===== src/rtl/cpu_mu0_waitreq_if.sv =====
// ============================================================================
// Module   : cpu_mu0_waitreq_if
// Brief    : Unified instruction/data memory bus with waitrequest stall
// Revision : 1.0 - initial release
// ============================================================================
`default_nettype none

interface cpu_mu0_waitreq_if #(
    parameter int DATA_W = 16,
    parameter int ADDR_W = 12
);
    logic [ADDR_W-1:0] address;
    logic              write;
    logic              read;
    logic [DATA_W-1:0] writedata;
    logic [DATA_W-1:0] readdata;
    logic              waitrequest;

    modport master (
        output address, write, read, writedata,
        input  readdata, waitrequest
    );

    modport slave (
        input  address, write, read, writedata,
        output readdata, waitrequest
    );
endinterface

`default_nettype wire


===== src/rtl/cpu_mu0_waitreq.sv =====
// ============================================================================
// Module   : cpu_mu0_waitreq
// Brief    : Multi-cycle MU0 accumulator CPU on a waitrequest memory bus.
//            Define CPU_MU0_OUTPORT_EN to add the out_valid/out_data port.
// Revision : 1.0 - initial release
// ============================================================================
`default_nettype none

module cpu_mu0_waitreq #(
    parameter int DATA_W = 16,
    parameter int ADDR_W = 12
) (
    input  wire logic              clk,
    input  wire logic              rst,
    cpu_mu0_waitreq_if.master      bus,
    output logic                   running
`ifdef CPU_MU0_OUTPORT_EN
    ,
    output logic                   out_valid,
    output logic [DATA_W-1:0]      out_data
`endif
);

    typedef enum logic [1:0] {
        S_FETCH  = 2'd0,
        S_EXEC   = 2'd1,
        S_HALTED = 2'd2
    } state_t;

    localparam logic [3:0] OP_LDA = 4'd0;
    localparam logic [3:0] OP_STO = 4'd1;
    localparam logic [3:0] OP_ADD = 4'd2;
    localparam logic [3:0] OP_SUB = 4'd3;
    localparam logic [3:0] OP_JMP = 4'd4;
    localparam logic [3:0] OP_JGE = 4'd5;
    localparam logic [3:0] OP_JNE = 4'd6;
    localparam logic [3:0] OP_STP = 4'd7;
    localparam logic [3:0] OP_OUT = 4'd8;

    // Power-up value (no reset yet) is an idle, halted core.
    state_t            state_q = S_HALTED;
    state_t            state_d;
    logic              running_q = 1'b0;
    logic              running_d;
    logic [ADDR_W-1:0] pc_q, pc_d;
    logic [DATA_W-1:0] acc_q, acc_d;
    logic [DATA_W-1:0] instr_q, instr_d;

    logic [3:0]        opcode;
    logic [ADDR_W-1:0] operand;
    logic [ADDR_W-1:0] pc_inc;
    logic              stall;
    logic              unused_instr_bits;

    assign opcode            = instr_q[DATA_W-1 -: 4];
    assign operand           = instr_q[ADDR_W-1:0];
    assign pc_inc            = pc_q + ADDR_W'(1);
    assign unused_instr_bits = ^instr_q;
    assign bus.writedata     = acc_q;
    assign running           = running_q;
    assign stall             = (bus.read | bus.write) & bus.waitrequest;

`ifdef CPU_MU0_OUTPORT_EN
    logic              out_valid_q, out_valid_d;
    logic [DATA_W-1:0] out_data_q, out_data_d;
    assign out_valid = out_valid_q;
    assign out_data  = out_data_q;
`endif

    // Bus requests are decoded purely from state and the latched instruction,
    // so they hold steady for the whole of a stalled access.
    always_comb begin
        bus.address = pc_q;
        bus.read    = 1'b0;
        bus.write   = 1'b0;
        case (state_q)
            S_FETCH: bus.read = 1'b1;
            S_EXEC: begin
                bus.address = operand;
                case (opcode)
                    OP_LDA, OP_ADD, OP_SUB: bus.read  = 1'b1;
                    OP_STO:                 bus.write = 1'b1;
                    default:                ;
                endcase
            end
            default: ;
        endcase
    end

    always_comb begin
        state_d   = state_q;
        running_d = running_q;
        pc_d      = pc_q;
        acc_d     = acc_q;
        instr_d   = instr_q;
`ifdef CPU_MU0_OUTPORT_EN
        out_valid_d = 1'b0;
        out_data_d  = out_data_q;
`endif
        case (state_q)
            S_FETCH: begin
                if (!stall) begin
                    instr_d = bus.readdata;
                    state_d = S_EXEC;
                end
            end
            S_EXEC: begin
                if (!stall) begin
                    state_d = S_FETCH;
                    pc_d    = pc_inc;
                    case (opcode)
                        OP_LDA: acc_d = bus.readdata;
                        OP_ADD: acc_d = acc_q + bus.readdata;
                        OP_SUB: acc_d = acc_q - bus.readdata;
                        OP_JMP: pc_d  = operand;
                        OP_JGE: if (!acc_q[DATA_W-1]) pc_d = operand;
                        OP_JNE: if (acc_q != '0)      pc_d = operand;
                        OP_STP: begin
                            pc_d      = pc_q;
                            state_d   = S_HALTED;
                            running_d = 1'b0;
                        end
`ifdef CPU_MU0_OUTPORT_EN
                        OP_OUT: begin
                            out_valid_d = 1'b1;
                            out_data_d  = acc_q;
                        end
`endif
                        default: ;
                    endcase
                end
            end
            default: ;
        endcase
    end

    always_ff @(posedge clk) begin
        if (rst) begin
            state_q   <= S_FETCH;
            running_q <= 1'b1;
            pc_q      <= '0;
            acc_q     <= '0;
            instr_q   <= '0;
`ifdef CPU_MU0_OUTPORT_EN
            out_valid_q <= 1'b0;
            out_data_q  <= '0;
`endif
        end else begin
            state_q   <= state_d;
            running_q <= running_d;
            pc_q      <= pc_d;
            acc_q     <= acc_d;
            instr_q   <= instr_d;
`ifdef CPU_MU0_OUTPORT_EN
            out_valid_q <= out_valid_d;
            out_data_q  <= out_data_d;
`endif
        end
    end

endmodule

`default_nettype wire


===== src/flat_wrapper.sv =====
// flat-port wrapper written by rule: the top's interface ports become plain ports
module cpu_mu0_waitreq_flat 
#(
    parameter int DATA_W = 16,
    parameter int ADDR_W = 12
)
  (clk, rst, running, bus_address, bus_write, bus_read, bus_writedata, bus_readdata, bus_waitrequest);
  cpu_mu0_waitreq_if #(.DATA_W(DATA_W), .ADDR_W(ADDR_W)) bus_i ();
  input  wire logic clk;
  input  wire logic rst;
  output logic running;
  output wire logic [$bits(bus_i.address)-1:0] bus_address;
  output wire logic [$bits(bus_i.write)-1:0] bus_write;
  output wire logic [$bits(bus_i.read)-1:0] bus_read;
  output wire logic [$bits(bus_i.writedata)-1:0] bus_writedata;
  input wire logic [$bits(bus_i.readdata)-1:0] bus_readdata;
  input wire logic [$bits(bus_i.waitrequest)-1:0] bus_waitrequest;
  assign bus_address = bus_i.address;
  assign bus_write = bus_i.write;
  assign bus_read = bus_i.read;
  assign bus_writedata = bus_i.writedata;
  assign bus_i.readdata = bus_readdata;
  assign bus_i.waitrequest = bus_waitrequest;
  cpu_mu0_waitreq #(.DATA_W(DATA_W), .ADDR_W(ADDR_W)) u_core (.clk(clk), .rst(rst), .bus(bus_i), .running(running));
endmodule

===== config.mk =====
export PLATFORM = sky130hd
export DESIGN_NAME = cpu_mu0_waitreq_flat
export DESIGN_NICKNAME = d
export VERILOG_FILES = /design/src/rtl/cpu_mu0_waitreq_if.sv /design/src/rtl/cpu_mu0_waitreq.sv /design/src/flat_wrapper.sv
export SDC_FILE = /design/constraint.sdc
export NUM_CORES = 1
export LEC_CHECK = 0
export BUFFER_PORTS_ARGS = -buffer_cell sky130_fd_sc_hd__buf_2
export CORE_MARGIN = 3
export CORE_UTILIZATION = 30
export CTS_BUF_LIST = sky130_fd_sc_hd__clkbuf_8
export DETAILED_ROUTE_END_ITERATION = 8
export PLACE_DENSITY_LB_ADDON = 0.25
export SLEW_MARGIN = 10
export SYNTH_ARGS = -nofsm -noshare
export SYNTH_HDL_FRONTEND = slang
export SYNTH_SLANG_ARGS = --single-unit

===== constraint.sdc =====
create_clock -name clk -period 4.1 [get_ports clk]
set_input_delay 0.205 -clock clk [delete_from_list [all_inputs] [get_ports clk]]
set_output_delay 0.205 -clock clk [all_outputs]
set_load 0.1 [all_outputs]

==> impl_metrics.csv <==
group,metric,value,unit
outcome,run_status,"completed",
detailed_routing,drc,0,
die,floorplan.die_area,12300,um2
timing,clock-skew-final,0.00470,ns
setup_path,critPathLaunchType,"register",
placed_design,hpwlAfterDp,7200,um
cts,post_cts_resize_count,0,
layout,num_antenna_cells,0,
synth,synth_fp_nets,505,
synth,mean_instance_size_in_the_synthesized_netlist,7.08,um2
timing,rsz0062_at_grt,"false",
detailed_routing,antenna_left,0,
synth,synth-xor-area-share,0.0740,
setup_path,setup.worst_path.end_class,"register",
timing,setup_tns,0,ns
detailed_routing,initialDrtViolationCount,376,
synth,dominant_combinational_cell_family_by_area_after_synthesis,"simple AND/OR/NAND/NOR gates",
timing,drv_slew,0,
layout,layout-drive-gt1-share,0.135,
cts,cts_setup_buffers,0,
setup_path,path_max_fanout,10,
synth,synth-compound-area-share,0.229,
synth,synth_top_cells_by_area,"sky130_fd_sc_hd__dfxtp_1, sky130_fd_sc_hd__nand2_1, sky130_fd_sc_hd__a21oi_1",
setup_path,arrival,3.67,ns
synth,synth-seq-area-share,0.284,
cts,clk_transition_reported_paths,0.10,ns
timing,worst_slew_pin_slew,1.12,ns
layout,instances_no_fill,639,
timing,setup_viol,0,
power_and_ir_drop,total_leakage_power,1.55,nW
placed_design,io_buffer_count,49,
synth,synth-edff-count,0,
die,fp-row-count,37,
placed_design,placedCellCount,631,
detailed_routing,avgRoutedWirePerCell,15.5,um
global_routing,grt_first_pass_wirelength,16300,um
die,die_ht,111,um
cts,holdBufCountCts,0,
global_routing,overflow,0,
setup_path,crit_required,4.31,ns
synth,synth-warning-count,0,
die,coreArea,10600,um2
layout,post-route-cell-area,3760,um2
timing,endpoints_failing_hold,0,
setup_path,cp_slowest_stage_delay,0.48,ns
cts,tritoncts_num_sinks,47,
cts,cts_root_buf,"sky130_fd_sc_hd__clkbuf_8",
setup_path,crit_slowest_cell,"sky130_fd_sc_hd__a221oi_1",
cts,worstSkewPairLatency,0.30,ns
synth,muxShareOfSynthArea,0.00906,
power_and_ir_drop,p_per_area,314,nW/um2
flow_run,cap_violations,0,
setup_path,crit_chain,"nor2_1 > and3_1 > a21oi_1 > xnor2_1 > ha_1 > a21o_1 > a221oi_1 > nand3b_1 > a31oi_1 > xnor2_1 > nand2_1 > a311oi_1",
global_routing,grt_util_all_layers,0.160,
detailed_routing,wl,9880,um
timing,timing.fmax,289,MHz
synth,synthSimpleGateAreaFrac,0.289,
synth,synthesis_stage_register_bit_count,47,
layout,flow.area_growth_from_synthesis,13.3,%
die,pin_count,50,
cts,cts_inserted_buffers,5,
synth,post_synth_instance_area,3320,um2
cts,cts_tree,"done",
synth,post-synth-top-area-fraction,0.284,
timing,final.period_utilization,0.845,
timing,maxSlewHeadroom,0.251,
placed_design,pre_cts_ws,0.711,ns
setup_path,worstSetupPathType,"register to register",
layout,n_fill_cell,1162,
synth,synth_ff_type,"sky130_fd_sc_hd__dfxtp_1",
synth,post_synth_fa_ha_maj_area_fraction,0.0702,
power_and_ir_drop,power,1.18,mW
power_and_ir_drop,ir_drop,116,uV
die,die_w,111,um
setup_path,crit_top_cell,"sky130_fd_sc_hd__xnor2_1",
timing,setup_ws,0.636,ns
synth,yosysTopAreaCell,"sky130_fd_sc_hd__dfxtp_1",
global_routing,maximum_number_of_pins_on_one_net_before_global_route_repair,48,
synth,synthCells,468,
detailed_routing,detailroute.via_count,3341,
synth,synth_cell_types,49,
cts,max-clock-path-buffers,2,
die,start_util,0.314,
placed_design,place.gp.congestion,0.871,
global_routing,grt_antenna_before_repair,0,
cts,clock_tree.htree_level_count,2,
detailed_routing,vias_per_cell,5.23,
placed_design,placed_area,3660,um2
detailed_routing,detailedRoute.firstPassIterationCount,4,
synth,synth_async_sr_flop_share,0,
layout,finalNetCount,539,
min_path,min-delay-path-class,"input port to register",
timing,final.min_clock_period,3.46,ns
global_routing,grt_pass1_vias,3269,
power breakdown:
part / internal [mW] / switching [mW] / total [mW]
sequential: 0.477 / 0.0251 / 0.502
clock: 0.138 / 0.174 / 0.313
combinational: 0.105 / 0.258 / 0.363
total: 0.720 / 0.458 / 1.18
cells by family (layout without fill, tap and decap cells):
group / Yosys count / after routing
AO/OA/AOI/OAI: 125 / 125
XOR/XNOR: 28 / 28
adder cells (fa/ha/maj): 18 / 18
buffers and inverters: 36 / 71
flip-flops: 47 / 47
multiplexers: 3 / 3
AND/OR/NAND/NOR: 211 / 211
cells in the final DEF, fill, tap and decap left out, types with 4 or more instances in the layout:
master and instances:
sky130_fd_sc_hd__a21o_1 5, sky130_fd_sc_hd__a21oi_1 49, sky130_fd_sc_hd__a2bb2oi_1 5, sky130_fd_sc_hd__a311oi_1 9, sky130_fd_sc_hd__a31oi_1 11, sky130_fd_sc_hd__and3_1 11
sky130_fd_sc_hd__buf_2 49, sky130_fd_sc_hd__buf_4 4, sky130_fd_sc_hd__clkbuf_8 6, sky130_fd_sc_hd__dfxtp_1 47, sky130_fd_sc_hd__ha_1 17, sky130_fd_sc_hd__inv_1 10
sky130_fd_sc_hd__nand2_1 113, sky130_fd_sc_hd__nand2b_1 4, sky130_fd_sc_hd__nand3_1 8, sky130_fd_sc_hd__nor2_1 37, sky130_fd_sc_hd__nor2b_1 4, sky130_fd_sc_hd__nor3_1 9
sky130_fd_sc_hd__nor4_1 5, sky130_fd_sc_hd__o21ai_0 26, sky130_fd_sc_hd__o31ai_1 4, sky130_fd_sc_hd__xnor2_1 19, sky130_fd_sc_hd__xor2_1 9
Yosys cell counts (all sizes together), types with 2 or more instances:
| library cell | count |
|---|---|
| nand2 | 113 |
| a21oi | 50 |
| dfxtp | 47 |
| nor2 | 38 |
| o21ai | 28 |
| clkbuf | 21 |
| xnor2 | 19 |
| ha | 17 |
| a31oi | 11 |
| and3 | 11 |
| inv | 10 |
| nor3 | 10 |
| a311oi | 9 |
| xor2 | 9 |
| nand3 | 8 |
| nor4 | 6 |
| a21o | 5 |
| a2bb2oi | 5 |
| buf | 5 |
| nand2b | 4 |
| nor2b | 4 |
| nor3b | 4 |
| o31ai | 4 |
| a221oi | 3 |
| mux2i | 3 |
| or3 | 3 |
| or4 | 3 |
| a211oi | 2 |
| a22oi | 2 |
| nand3b | 2 |
| nand4 | 2 |
| o211ai | 2 |
per-layer routing:
layer	global-route usage	vias to the layer above	share of wire
met1	0.222	1543	0.47
met2	0.264	76	0.48
met3	0.0251	4	0.044
met5	0	-	0
li1	-	1718	-
met4	0.0357	0	0.0065
worst paths after layout:
check / from / end / slack [ns] / cells past startpoint
max: u_core.instr_q[14]$_SDFFE_PP0P_ / u_core.bus.writedata[10]$_SDFFE_PP0P_ / 0.64 / 12
min: bus_readdata[15] / u_core.instr_q[15]$_SDFFE_PP0P_ / 0.19 / 3
max reg2reg: u_core.instr_q[14]$_SDFFE_PP0P_ / u_core.bus.writedata[10]$_SDFFE_PP0P_ / 0.64 / 12
min reg2reg: u_core.running$_SDFFE_PP1P_ / u_core.running$_SDFFE_PP1P_ / 0.46 / 1
critical path, delay by kind of cell (launching register included):
kind / cells / cell delay [ns]
fa+ha+maj: 1 / 0.34
xor+xnor: 2 / 0.31
simple gates: 4 / 0.96
compound gates: 5 / 1.39
flops: 1 / 0.36
area by class of cell:
type | instances | area (um2) | area share
flip-flops and latches | 47 | 941 | 0.250
clock inverters | 2 | 16.3 | 0.00433
repair buffers | 53 | 275 | 0.0733
clock buffers | 6 | 82.6 | 0.0220
inverters | 10 | 37.5 | 0.00999
well taps | 136 | 170 | 0.0453
multi-input cells | 385 | 2230 | 0.595
flip-flops by register name, summed over array words and instances, names as in the netlist:
register / flops
u_core.instr_q: 16
u_core.bus.writedata: 16
u_core.running: 1
u_core.state_q: 2
u_core.pc_q: 12
metrics by stage:
stage / hold WS, ns / util
floorplan: 0.341 / -
detailed placement: 0.442 / 0.346
global route: 0.180 / 0.356
global placement: 0.433 / 0.346
CTS: 0.169 / 0.356
finish: 0.190 / 0.356
Note: power is estimated with default switching activity, not from simulation.
